`config.mk`:
```
export PLATFORM = sky130hd
export DESIGN_NAME = mux_nx1_rr
export DESIGN_NICKNAME = d
export VERILOG_FILES = /design/src/rtl/mux_nx1_rr.sv
export SDC_FILE = /design/constraint.sdc
export NUM_CORES = 1
export LEC_CHECK = 0
export BUFFER_PORTS_ARGS = -buffer_cell sky130_fd_sc_hd__buf_2
export CAP_MARGIN = 20
export CORE_UTILIZATION = 45
export CTS_CLUSTER_DIAMETER = 30
export DETAILED_ROUTE_END_ITERATION = 10
export PLACE_DENSITY = 0.85
export RECOVER_POWER = 50
export SLEW_MARGIN = 20
export SYNTH_ARGS = -nofsm -noshare
export SYNTH_HDL_FRONTEND = slang
export SYNTH_SLANG_ARGS = --single-unit
```
`constraint.sdc`:
```
create_clock -name clk -period 4.4 [get_ports clk]
set_clock_uncertainty 0.1 [all_clocks]
set_input_delay 0.22 -clock clk [delete_from_list [all_inputs] [get_ports clk]]
set_output_delay 0.22 -clock clk [all_outputs]
set_load 0.02 [all_outputs]
```
`src/rtl/mux_nx1_rr.sv`:
```
// Registered N-channel mux with per-channel valid/ready, fixed-select or round-robin grant.
// Optional packet lock (in_last/out_last, IDLE/LOCKED) enabled by defining MUX_LOCK_EN.
module mux_nx1_rr #(
  parameter int unsigned N_CH   = 4,
  parameter int unsigned DATA_W = 8,
  localparam int unsigned SEL_W = $clog2(N_CH)
) (
  input  logic                     clk,
  input  logic                     rst,
  input  logic [N_CH*DATA_W-1:0]   in_data,
  input  logic [N_CH-1:0]          in_valid,
  output logic [N_CH-1:0]          in_ready,
`ifdef MUX_LOCK_EN
  input  logic [N_CH-1:0]          in_last,
  output logic                     out_last,
`endif
  input  logic                     mode,
  input  logic [SEL_W-1:0]         sel,
  output logic [DATA_W-1:0]        out_data,
  output logic                     out_valid,
  input  logic                     out_ready,
  output logic [SEL_W-1:0]         out_ch
);

  logic [SEL_W-1:0]  rr_ptr_q, rr_ptr_d;
  logic [SEL_W-1:0]  out_ch_q, out_ch_d;
  logic [DATA_W-1:0] out_data_q, out_data_d;
  logic              out_valid_q, out_valid_d;

  logic              load_en, xfer;
  logic              arb_vld, grant_vld, grant_last;
  logic [SEL_W-1:0]  arb_ch, grant_ch;
  logic [DATA_W-1:0] grant_data;
  logic [31:0]       idx;

`ifdef MUX_LOCK_EN
  typedef enum logic {IDLE, LOCKED} lock_state_e;
  lock_state_e       lock_state_q, lock_state_d;
  logic [SEL_W-1:0]  lock_ch_q, lock_ch_d;
  logic              out_last_q, out_last_d;
`endif

  function automatic logic [SEL_W-1:0] next_ch(input logic [SEL_W-1:0] ch);
    return (ch == SEL_W'(N_CH - 1)) ? '0 : ch + 1'b1;
  endfunction

  // Arbitration: fixed select ignores out-of-range sel by never matching it.
  always_comb begin
    arb_vld = 1'b0;
    arb_ch  = '0;
    idx     = '0;
    if (!mode) begin
      for (int unsigned i = 0; i < N_CH; i++) begin
        if (sel == SEL_W'(i) && in_valid[i]) begin
          arb_vld = 1'b1;
          arb_ch  = SEL_W'(i);
        end
      end
    end else begin
      for (int unsigned k = 0; k < N_CH; k++) begin
        idx = 32'(rr_ptr_q) + k;
        if (idx >= N_CH) idx = idx - N_CH;
        if (!arb_vld && in_valid[idx[SEL_W-1:0]]) begin
          arb_vld = 1'b1;
          arb_ch  = idx[SEL_W-1:0];
        end
      end
    end
  end

  always_comb begin
    grant_vld = arb_vld;
    grant_ch  = arb_ch;
`ifdef MUX_LOCK_EN
    if (lock_state_q == LOCKED) begin
      grant_ch  = lock_ch_q;
      grant_vld = 1'b0;
      for (int unsigned i = 0; i < N_CH; i++) begin
        if (lock_ch_q == SEL_W'(i) && in_valid[i]) grant_vld = 1'b1;
      end
    end
`endif
    grant_data = '0;
    grant_last = 1'b1;
    for (int unsigned i = 0; i < N_CH; i++) begin
      if (grant_ch == SEL_W'(i)) begin
        grant_data = in_data[i*DATA_W +: DATA_W];
`ifdef MUX_LOCK_EN
        grant_last = in_last[i];
`endif
      end
    end
  end

  assign load_en = !out_valid_q || out_ready;
  assign xfer    = grant_vld && load_en;

  always_comb begin
    for (int unsigned i = 0; i < N_CH; i++) begin
      in_ready[i] = xfer && (grant_ch == SEL_W'(i));
    end
  end

  always_comb begin
    out_valid_d = out_valid_q;
    out_data_d  = out_data_q;
    out_ch_d    = out_ch_q;
    rr_ptr_d    = rr_ptr_q;
    if (load_en) begin
      out_valid_d = grant_vld;
      if (grant_vld) begin
        out_data_d = grant_data;
        out_ch_d   = grant_ch;
      end
    end
    if (xfer && grant_last && mode) rr_ptr_d = next_ch(grant_ch);
  end

`ifdef MUX_LOCK_EN
  always_comb begin
    lock_state_d = lock_state_q;
    lock_ch_d    = lock_ch_q;
    out_last_d   = out_last_q;
    if (xfer) out_last_d = grant_last;
    if (xfer) begin
      if (lock_state_q == IDLE && !grant_last) begin
        lock_state_d = LOCKED;
        lock_ch_d    = grant_ch;
      end else if (lock_state_q == LOCKED && grant_last) begin
        lock_state_d = IDLE;
      end
    end
  end
`endif

  always_ff @(posedge clk) begin
    if (rst) begin
      out_valid_q  <= 1'b0;
      out_data_q   <= '0;
      out_ch_q     <= '0;
      rr_ptr_q     <= '0;
`ifdef MUX_LOCK_EN
      lock_state_q <= IDLE;
      lock_ch_q    <= '0;
      out_last_q   <= 1'b0;
`endif
    end else begin
      out_valid_q  <= out_valid_d;
      out_data_q   <= out_data_d;
      out_ch_q     <= out_ch_d;
      rr_ptr_q     <= rr_ptr_d;
`ifdef MUX_LOCK_EN
      lock_state_q <= lock_state_d;
      lock_ch_q    <= lock_ch_d;
      out_last_q   <= out_last_d;
`endif
    end
  end

  assign out_valid = out_valid_q;
  assign out_data  = out_data_q;
  assign out_ch    = out_ch_q;
`ifdef MUX_LOCK_EN
  assign out_last  = out_last_q;
`endif

endmodule

```
==> impl_summary.md <==
Routing
The count of antenna-violating nets left after detailed routing is 0. The number of iterations in the first detailed-routing pass is 4. Wires add up to 3.00 mm. In this run, the number of DRC markers left after iteration 0 of detailed routing was 29. In the routed design, unresolved DRC markers number 0. After detailed routing, the number of vias per cell comes to 5.71. The via total after detailed routing is 1240. The wire length per cell after detailed routing is 13.8 um.

Hold path
In this run the worst hold path is classified as in -> reg.

Final layout
In the final layout, the multi-input gates occupy 717 sq um. The area added between synthesis and finish is 22.5%. The sequential standard cell area is 260 sq um. The final layout contains 236 nets. In the final layout, the share of cells above drive strength 1 is 0.280. Fill cells in the final layout number 223. The diode insertion count for antenna repair is 0. The finished cells cover 1330 sq um.

Power
Of the total power, the clock network draws 0.179. Of the total power, the share spent switching nets is 0.388. The reported leakage power is 0.593 nW. Of the total power, combinational logic draws 0.447.

The internal power component is 0.000237 W. The maximum vdd drop is 0.178 mV. The net switching power is 0.000151 W. The power share of the sequential group is 0.374.

The ratio of total power to cell area is 292 nW/um^2.

Floorplan
The vertical die dimension is 51.1 um. The count of pins on the block boundary is 57. The total number of placement rows is 17. The initial utilization of the core area, before any placement, comes to 0.486.

The core outline area is 2230 sq um. The area enclosed by the die boundary is 2610 sq um. The width of the chip is 51.1 um.

Setup path
The type of origin of the critical path is a flip-flop. The critical path in this run is classified as reg -> reg. In this run the worst path has a maximum fanout of 12. For the worst setup path, the data required time is 4.46 ns. The critical path data arrival time is 3.17 ns. The worst setup path is captured at a flip-flop.

Global routing
The global-route usage over all layers is 0.244. The sum of overflow across all layers after global routing is 0. The number of antenna violations at the first check in global routing came to 0. The first global-routing pass estimated 4.86 mm of wire.

The number of global-route vias before repair is 1118. Entering global routing, the biggest net connects 24 pins.

Synthesis
Yosys attributes the largest share of cell area to dfxtp_1 (24%), a21oi_1 (6.9%), a221oi_1 (6.5%). In this run, synthesis inferred 0 flip-flops with an integrated enable. Summing every instance area after synthesis gives 1090 sq um. The fraction of the yosys area taken by sequential cells is 0.240.

In the synthesized netlist the async set-or-reset flop fraction comes to 0. In the synthesized netlist the dominant register cell turns out to be dfxtp_1. In the post-synthesis netlist, the cell with the most instances is a21oi_1. The synthesized design spends more area on one cell type than any other, namely dfxtp_1.

The area share of the leading cell type in the synthesized netlist is 0.240. The netlist uses 39 different library cells. In this run, synthesis produced a sequential element count of 13. The number of warnings reported in the yosys synthesis log is 0. Ranked by instance count, the synthesized netlist is headed by a21oi_1 (15), nor2_1 (14), dfxtp_1 (13). Averaged over all synthesized cells, the footprint is 7.65 sq um. Synthesis produced a netlist with a net count of 188. Counting every instance in the synthesized netlist gives 142.

Clock network
Post-CTS timing repair inserted 0 buffers for setup. After clock tree synthesis, the clock-pin slew on the worst setup and hold paths is 0.07 ns. The number of gates resized after CTS was 0. The clock passes through at most 2 buffers.

The deepest level of the CTS H-tree is 1. Counting every sink on the clock net gives 13. The clock root buffer is clkbuf_4.

The TritonCTS clock tree is done. The count of hold-fix buffers inserted at cts is 0. Clock latency on the worst-skew pair, taken at its later pin, is 0.26 ns. Buffers inserted during clock tree synthesis total 3.

STA
The count of endpoints failing hold in the final timing report was 0. The final critical-path share of the clock period is 0.706. The smallest hold slack is 0.188 ns. Setup violations remaining at the end of the flow were counted as 0. Setup slack closes at 1.29 ns. For the pin with the worst max-slew slack, the measured transition is 0.876 ns. The worst pin sits at a relative slew slack of 0.416.

For the final routed database, the setup TNS stands at 0 ns. Setup repair after global routing left no endpoint under its margin. Derived from the worst setup path, the maximum achievable clock frequency is 0.322 GHz. The final count of pins violating max slew is 0. The time the final worst path needs with I/O delays and setup is 3.11 ns.

Placed design
Detailed placement ended at an HPWL of 2.41 mm. The worst slack after detailed placement is 1.39 ns. The routability congestion estimate is 1.06.

The total cell area at the placement stage is 1320 sq um. In this run the tool buffered the top-level ports with 56 buffer cells.

Run
The reported max-cap violation count is 0.

Run status
The run finished with clean final reports.
-- power by group through the flow --
stage / Clock, W / Combinational, W / Sequential, W
after global placement: 0 / 0.000172 / 0.000146
after global routing: 0.0000787 / 0.000193 / 0.000147
after detailed placement: 0 / 0.000177 / 0.000147
after CTS: 0.0000720 / 0.000178 / 0.000145
after floorplan: 0 / 0.000114 / 0.000159
final: 0.0000695 / 0.000174 / 0.000145
-- per-stage QoR --
stage,power [W],utilization,cells
floorplan,0.000273,-,142
global placement,0.000318,0.593,213
detailed placement,0.000324,0.593,213
CTS,0.000395,0.604,217
global route,0.000418,0.596,217
finish,0.000388,0.596,217
-- metal layers --
metal,global-route usage,routed length [um],share of wire,vias to the layer above
li1,-,-,-,626
met1,0.299,1250,0.42,550
met2,0.436,1500,0.50,60
met3,0.0327,213,0.071,4
met4,0.0741,29,0.0097,0
met5,0,0,0,-
-- layout by cell type (no fill, tap or decap), types with 2 or more instances in the layout --
master	count
a211oi_1	10
a21oi_1	15
a221oi_1	8
and2_1	3
buf_2	44
clkbuf_1	13
clkbuf_4	3
dfxtp_1	13
ha_1	4
inv_1	7
mux2i_1	4
nand2_1	6
nand2b_1	2
nand3_1	2
nand4_1	2
nand4b_1	2
nor2_1	14
nor2b_1	10
nor3_1	8
o21ai_0	2
-- sequential cells by signal (all words and copies together) (netlist names) --
signal	cells
out_valid	1
rr_ptr_q	2
out_data	8
out_ch	2
-- path summary, 6_finish.rpt --
kind	to	start	slack [ns]	depth (start not counted)
max reg2reg	out_data[5]$_SDFFE_PP0N_	rr_ptr_q[0]$_SDFFE_PP0P_	1.29	10
max	out_data[5]$_SDFFE_PP0N_	rr_ptr_q[0]$_SDFFE_PP0P_	1.29	10
min	rr_ptr_q[1]$_SDFFE_PP0P_	rst	0.19	2
min reg2reg	out_ch[1]$_SDFFE_PP0N_	out_ch[1]$_SDFFE_PP0N_	0.39	2
-- logic make-up (layout without fill, tap and decap cells) --
family	count (synthesis)	count (layout)	share of synthesized area
DFF	13	13	0.240
buffers and inverters	20	67	0.0956
adders and majority gates	4	4	0.0461
AOI/OAI and AO/OA	45	45	0.295
and+or+nand+nor	55	55	0.277
muxes	5	5	0.0472
-- cell type report --
cell class                      count  share of cell area
Inverter                            7              0.0198
Timing Repair Buffer               56               0.199
Multi-Input combinational cell    109               0.539
Sequential cell                    13               0.196
Tap cell                           28              0.0263
Clock buffer                        4              0.0198
-- worst max-delay path: stages, from the launching register on --
cell	delay, ns
dfxtp_1	0.55
nor2_1	0.12
nand4b_1	0.14
nand3_1	0.12
o31ai_1	0.55
ha_1	0.31
nor2b_1	0.41
a221oi_1	0.17
nor3_1	0.16
a21oi_1	0.06
a211oi_1	0.31
Power figures use the tool's default switching activity.
